## src/rtl/riscboy_ppu_pixel_unpacker_if.sv

```systemverilog
// rtl/riscboy_ppu_pixel_unpacker_if.sv - span command, fetch-word and pixel stream signals of the unpacker
interface riscboy_ppu_pixel_unpacker_if #(
  parameter int W_PIXDATA     = 15,
  parameter int W_PALETTE_IDX = 8,
  parameter int W_COUNT       = 10
);
  logic                     span_start;
  logic [2:0]               span_fmt;
  logic [W_COUNT-1:0]       span_count;
  logic [4:0]               span_shift;
  logic [W_PALETTE_IDX-1:0] span_pal_base;
  logic                     busy;
  logic                     span_done;
  logic                     in_vld;
  logic                     in_rdy;
  logic [31:0]              in_data;
  logic                     out_vld;
  logic                     out_rdy;
  logic [W_PIXDATA-1:0]     out_data;
  logic                     out_paletted;

  modport master (
    output span_start, span_fmt, span_count, span_shift, span_pal_base,
    output in_vld, in_data, out_rdy,
    input  busy, span_done, in_rdy, out_vld, out_data, out_paletted
  );

  modport slave (
    input  span_start, span_fmt, span_count, span_shift, span_pal_base,
    input  in_vld, in_data, out_rdy,
    output busy, span_done, in_rdy, out_vld, out_data, out_paletted
  );
endinterface

```

## src/rtl/riscboy_ppu_pixel_unpacker.sv

```systemverilog
// rtl/riscboy_ppu_pixel_unpacker.sv - unpacks 32-bit fetch words into one pixel per cycle
module riscboy_ppu_pixel_unpacker #(
  parameter int W_PIXDATA     = 15,
  parameter int W_PALETTE_IDX = 8,
  parameter int W_COUNT       = 10
) (
  input  logic                          clk,
  input  logic                          rst_n,
  riscboy_ppu_pixel_unpacker_if.slave   bus
);

  typedef enum logic [1:0] {S_IDLE, S_FETCH, S_EMIT, S_DONE} state_t;

  state_t                   state_q, state_d;
  logic [2:0]               fmt_q, fmt_d;
  logic [W_COUNT-1:0]       remaining_q, remaining_d;
  logic [W_PALETTE_IDX-1:0] pal_base_q, pal_base_d;
  logic [4:0]               pix_q, pix_d;
  logic [31:0]              word_q, word_d;

  // Formats 4..7 are all 16bpp direct colour.
  function automatic logic [2:0] log2_bpp(input logic [2:0] fmt);
    return fmt[2] ? 3'd4 : fmt;
  endfunction

  function automatic logic [4:0] last_pix_idx(input logic [2:0] fmt);
    return 5'd31 >> log2_bpp(fmt);
  endfunction

  logic [4:0]               bit_ofs;
  logic [14:0]              shifted;
  logic [7:0]               idx_mask;
  logic [W_PALETTE_IDX-1:0] pal_idx;
  logic                     out_xfer;
  logic                     last_pix;

  always_comb begin
    idx_mask = 8'hff;
    case (fmt_q)
      3'd0:    idx_mask = 8'h01;
      3'd1:    idx_mask = 8'h03;
      3'd2:    idx_mask = 8'h0f;
      default: idx_mask = 8'hff;
    endcase
    bit_ofs  = pix_q << log2_bpp(fmt_q);
    shifted  = 15'(word_q >> bit_ofs);
    pal_idx  = W_PALETTE_IDX'(shifted[7:0] & idx_mask) + pal_base_q;
    last_pix = (pix_q == last_pix_idx(fmt_q));
    out_xfer = (state_q == S_EMIT) && bus.out_rdy;
  end

  // Outputs are forced to zero outside EMIT so idle values match reset values.
  always_comb begin
    bus.busy         = (state_q != S_IDLE);
    bus.span_done    = (state_q == S_DONE);
    bus.out_vld      = (state_q == S_EMIT);
    bus.out_paletted = (state_q == S_EMIT) && !fmt_q[2];
    bus.out_data     = '0;
    if (state_q == S_EMIT) begin
      bus.out_data = fmt_q[2] ? W_PIXDATA'(shifted) : W_PIXDATA'(pal_idx);
    end
  end

  always_comb begin
    state_d     = state_q;
    fmt_d       = fmt_q;
    remaining_d = remaining_q;
    pal_base_d  = pal_base_q;
    pix_d       = pix_q;
    word_d      = word_q;
    bus.in_rdy  = 1'b0;
    case (state_q)
      S_IDLE: begin
        if (bus.span_start) begin
          fmt_d       = bus.span_fmt;
          remaining_d = bus.span_count;
          pal_base_d  = bus.span_pal_base;
          pix_d       = bus.span_shift & last_pix_idx(bus.span_fmt);
          state_d     = (bus.span_count == '0) ? S_DONE : S_FETCH;
        end
      end
      S_FETCH: begin
        bus.in_rdy = 1'b1;
        if (bus.in_vld) begin
          word_d  = bus.in_data;
          state_d = S_EMIT;
        end
      end
      S_EMIT: begin
        if (out_xfer) begin
          remaining_d = remaining_q - W_COUNT'(1);
          if (remaining_q == W_COUNT'(1)) begin
            state_d = S_DONE;
          end else if (last_pix) begin
            // Swap in the next word on the same edge to avoid a bubble.
            pix_d      = '0;
            bus.in_rdy = 1'b1;
            if (bus.in_vld) begin
              word_d = bus.in_data;
            end else begin
              state_d = S_FETCH;
            end
          end else begin
            pix_d = pix_q + 5'd1;
          end
        end
      end
      S_DONE: begin
        state_d = S_IDLE;
      end
      default: state_d = S_IDLE;
    endcase
  end

  always_ff @(posedge clk or negedge rst_n) begin
    if (!rst_n) begin
      state_q     <= S_IDLE;
      fmt_q       <= '0;
      remaining_q <= '0;
      pal_base_q  <= '0;
      pix_q       <= '0;
      word_q      <= '0;
    end else begin
      state_q     <= state_d;
      fmt_q       <= fmt_d;
      remaining_q <= remaining_d;
      pal_base_q  <= pal_base_d;
      pix_q       <= pix_d;
      word_q      <= word_d;
    end
  end

endmodule

```

## src/flat_wrapper.sv

```systemverilog
// flat-port wrapper written by rule: the top's interface ports become plain ports
module riscboy_ppu_pixel_unpacker_flat 
#(
  parameter int W_PIXDATA     = 15,
  parameter int W_PALETTE_IDX = 8,
  parameter int W_COUNT       = 10
)
  (clk, rst_n, bus_span_start, bus_span_fmt, bus_span_count, bus_span_shift, bus_span_pal_base, bus_in_vld, bus_in_data, bus_out_rdy, bus_busy, bus_span_done, bus_in_rdy, bus_out_vld, bus_out_data, bus_out_paletted);
  riscboy_ppu_pixel_unpacker_if #(.W_PIXDATA(W_PIXDATA), .W_PALETTE_IDX(W_PALETTE_IDX), .W_COUNT(W_COUNT)) bus_i ();
  input  logic clk;
  input  logic rst_n;
  input wire logic [$bits(bus_i.span_start)-1:0] bus_span_start;
  input wire logic [$bits(bus_i.span_fmt)-1:0] bus_span_fmt;
  input wire logic [$bits(bus_i.span_count)-1:0] bus_span_count;
  input wire logic [$bits(bus_i.span_shift)-1:0] bus_span_shift;
  input wire logic [$bits(bus_i.span_pal_base)-1:0] bus_span_pal_base;
  input wire logic [$bits(bus_i.in_vld)-1:0] bus_in_vld;
  input wire logic [$bits(bus_i.in_data)-1:0] bus_in_data;
  input wire logic [$bits(bus_i.out_rdy)-1:0] bus_out_rdy;
  output wire logic [$bits(bus_i.busy)-1:0] bus_busy;
  output wire logic [$bits(bus_i.span_done)-1:0] bus_span_done;
  output wire logic [$bits(bus_i.in_rdy)-1:0] bus_in_rdy;
  output wire logic [$bits(bus_i.out_vld)-1:0] bus_out_vld;
  output wire logic [$bits(bus_i.out_data)-1:0] bus_out_data;
  output wire logic [$bits(bus_i.out_paletted)-1:0] bus_out_paletted;
  assign bus_i.span_start = bus_span_start;
  assign bus_i.span_fmt = bus_span_fmt;
  assign bus_i.span_count = bus_span_count;
  assign bus_i.span_shift = bus_span_shift;
  assign bus_i.span_pal_base = bus_span_pal_base;
  assign bus_i.in_vld = bus_in_vld;
  assign bus_i.in_data = bus_in_data;
  assign bus_i.out_rdy = bus_out_rdy;
  assign bus_busy = bus_i.busy;
  assign bus_span_done = bus_i.span_done;
  assign bus_in_rdy = bus_i.in_rdy;
  assign bus_out_vld = bus_i.out_vld;
  assign bus_out_data = bus_i.out_data;
  assign bus_out_paletted = bus_i.out_paletted;
  riscboy_ppu_pixel_unpacker #(.W_PIXDATA(W_PIXDATA), .W_PALETTE_IDX(W_PALETTE_IDX), .W_COUNT(W_COUNT)) u_core (.clk(clk), .rst_n(rst_n), .bus(bus_i));
endmodule
```

## config.mk

```make
export PLATFORM = sky130hd
export DESIGN_NAME = riscboy_ppu_pixel_unpacker_flat
export DESIGN_NICKNAME = d
export VERILOG_FILES = /design/src/rtl/riscboy_ppu_pixel_unpacker_if.sv /design/src/rtl/riscboy_ppu_pixel_unpacker.sv /design/src/flat_wrapper.sv
export SDC_FILE = /design/constraint.sdc
export NUM_CORES = 1
export LEC_CHECK = 0
export BUFFER_PORTS_ARGS = -buffer_cell sky130_fd_sc_hd__buf_2
export CAP_MARGIN = 20
export CELL_PAD_IN_SITES_DETAIL_PLACEMENT = 1
export CELL_PAD_IN_SITES_GLOBAL_PLACEMENT = 1
export CORE_ASPECT_RATIO = 1.25
export CORE_MARGIN = 5
export CORE_UTILIZATION = 44
export DETAILED_ROUTE_END_ITERATION = 12
export PLACE_DENSITY = 0.8
export RECOVER_POWER = 25
export SYNTH_ARGS = -nofsm -noshare
export SYNTH_HDL_FRONTEND = slang
export SYNTH_SLANG_ARGS = --single-unit
```

## constraint.sdc

```tcl
create_clock -name clk -period 6.3 [get_ports clk]
set_clock_uncertainty 0.1 [all_clocks]
set_input_delay 1.26 -clock clk [delete_from_list [all_inputs] [get_ports clk]]
set_output_delay 1.26 -clock clk [all_outputs]
set_load 0.02 [all_outputs]
```

==> flow_summary.toml <==
[synthesis]
synth_flop_cell = "dfrtp_1"
ys_warn_count = 0
synth-seq-cells = 60
synth_edf_count = 0
synth.area.top_cells = "dfrtp_1, mux2_2, mux2i_1, nand2_1, mux4_2"
synthCells = 554
avgSynthCellArea_sq_um = 9.14
synth_area_sq_um = 5060
synth_largest_area_cell = "dfrtp_1"
yosysUniqueCellTypes = 64
yosys.cell_count.top_type = "nand2_1"
ys_async_sr_fraction_pct = 100
syn_nets = 632
yosys-top-cells-count = "nand2_1, dfrtp_1, mux2i_1, mux2_2, a21oi_1"
yosysSeqAreaShare_pct = 29.6
synth_top_area_share_pct = 29.6

[routing]
wirelength_microns = 16000
dr_total_vias = 4685
postRouteAntennaNets = 0
drtIter0Drc = 287
vias_per_cell = 6.14
drc = 0
dr.pass1.iters = 5
wire_per_inst_microns = 21.0

[global_routing]
antenna_found_initial = 0
grt_pass1_vias = 5160
met1_usage_pct = 29.4
globalRoute.busiestLayer = "met2"
grt_overflow_total = 0
grt_pass1_wl_microns = 26700
met2_usage_pct = 43.1
track_usage_pct = 24.4
grt_max_degree = 61
use_met3_pct = 4.65

[cts]
ctsResizeCount = 0
clockBufferDepth = 2
cts_buffers = 9
cts_num_sinks = 60
cts_hold_buf = 0
clk_pin_slew_ns = 0.06
cts_tree = "built"
cts_root_buf = "clkbuf_16"
post_cts_buffers = 0
htree_num_levels = 3
clock_latency_ns = 0.34

[floorplanning]
dieArea_sq_um = 13800
start_util_pct = 45.3
fp-row-count = 43
core_area_sq_um = 11200
boundaryPins = 83
die_w_microns = 106
die_height_microns = 130

[sta]
post-route-period-util_pct = 95.7
slew-limit-headroom_pct = -117
hold_viol = 0
min_period_ns = 6.03
fmax_ghz = 0.166
maxSlewViolCount = 61
worstMarginPinSlew_ns = 3.25
setup_tns_ns = 0
setup_viol = 0
timing.hold.ws_ns = 0.417
setup_ws_ns = 0.269

[outcome]
violations = "max-capacitance violations, max-slew violations"
status = "complete, but fails checks"

[placed_design]
gp_congestion = 0.919
io_buffers = 82
dpl_worst_slack_ns = 0.469
hpwl_microns = 12600

[worst_setup_path]
required_ns = 4.94
worstPathArrival_ns = 4.67
critPathMaxFanout = 17
worst_setup_path_end_kind = "output port"
start_kind = "flip-flop"
crit_type = "flip-flop to output port"

[final_layout]
layout-area-overhead-vs-synth_pct = 16.5
nFillCells = 1349
drive_gt1_share_pct = 30.6
antennaDiodeCount = 0
nets = 701
final_core_util_pct = 52.7

[run]
max_cap_viol_count = 1

[hold_path]
hold_path.class = "flip-flop to flip-flop"
-- placed cells by master, fill, tap and decap left out, types with 3 or more instances in the layout --
cell	instances
a21oi_1	35
nand2b_1	5
a22oi_1	3
dfrtp_1	58
a21o_1	3
mux2i_1	49
buf_4	15
clkbuf_16	9
o22ai_1	9
mux2_2	48
and2_1	6
o21ai_0	26
mux4_2	10
nor2b_1	3
o31ai_1	4
buf_2	82
xnor2_1	5
nor3_1	16
nor2_1	32
nand3_1	24
nand2_1	65
a31oi_1	8
o21a_1	3
o211ai_1	4
nor4_1	6
ha_1	14
a22o_1	7
a211oi_1	7
inv_1	11
-- through the flow --
step,instances,area (sq um)
6_report,763,5900
3_3_place_gp,747,5550
5_1_grt,763,5900
2_1_floorplan,554,5060
4_1_cts,763,5870
3_5_place_dp,747,5550
-- logic make-up after synthesis --
group	share of synthesized area (%)
AOI/OAI and AO/OA	18.1
xor gates and xnor gates	1.21
adders and majority gates	3.85
buffers and inverters	5.26
DFF	29.6
muxes	26.0
and+or+nand+nor	16.0
-- final cells by class --
type | instances | area, sq um | share of cell area [%]
sequential | 60 | 1500 | 25.5
inverter | 11 | 41.3 | 0.700
multi-input combinational | 442 | 3330 | 56.5
timing repair buffer | 99 | 538 | 9.12
clock buffer | 11 | 253 | 4.29
tap | 135 | 169 | 2.86
clock inverter | 5 | 60.1 | 1.02
-- path summary, 6_finish.rpt --
path | start | to | slack (ns) | cells past startpoint
worst max-delay path | u_core.fmt_q[0]$_DFFE_PN0P_ | bus_out_data[7] | 0.27 | 15
worst min-delay path | u_core.pal_base_q[5]$_DFFE_PN0P_ | u_core.pal_base_q[5]$_DFFE_PN0P_ | 0.42 | 1
worst max register to register | u_core.state_q[0]$_DFFE_PN0P_ | u_core.pix_q[2]$_DFFE_PN0P_ | 3.40 | 10
worst min register to register | u_core.pal_base_q[5]$_DFFE_PN0P_ | u_core.pal_base_q[5]$_DFFE_PN0P_ | 0.42 | 1
max in group asynchronous | rst_n | u_core.fmt_q[1]$_DFFE_PN0P_ | 2.01 | 2
min in group asynchronous | rst_n | u_core.word_q[28]$_DFFE_PN0P_ | 1.99 | 2
-- critical path: stages (launching register included) --
cell	delay [ns]
dfrtp_2	0.51
or4b_4	0.66
buf_4	0.25
mux4_2	0.47
mux2i_1	0.31
nand2_1	0.10
o2111ai_1	0.14
o31ai_2	0.11
ha_1	0.34
o21ai_0	0.34
o21ai_0	0.16
a31oi_1	0.26
xnor2_1	0.17
a21oi_1	0.09
a31o_2	0.26
buf_2	0.15
-- flip-flops by register name, indices dropped and copies added, names as in the netlist --
name                flops
u_core.pix_q            5
u_core.word_q          32
u_core.state_q          2
u_core.fmt_q            3
u_core.remaining_q     10
u_core.pal_base_q       8
-- layer usage --
layer  routed length (microns)  up-vias  part of all wire [%]
li1                          -     2196                     -
met1                      6660     2326                    41
met2                      8170      125                    51
met3                       712       38                   4.4
met4                       509        0                   3.2
met5                         0        -                     0
Power is left out: the tool's default activity adds up to more than one toggle a clock period on the data nets, which glitch-free logic cannot reach.
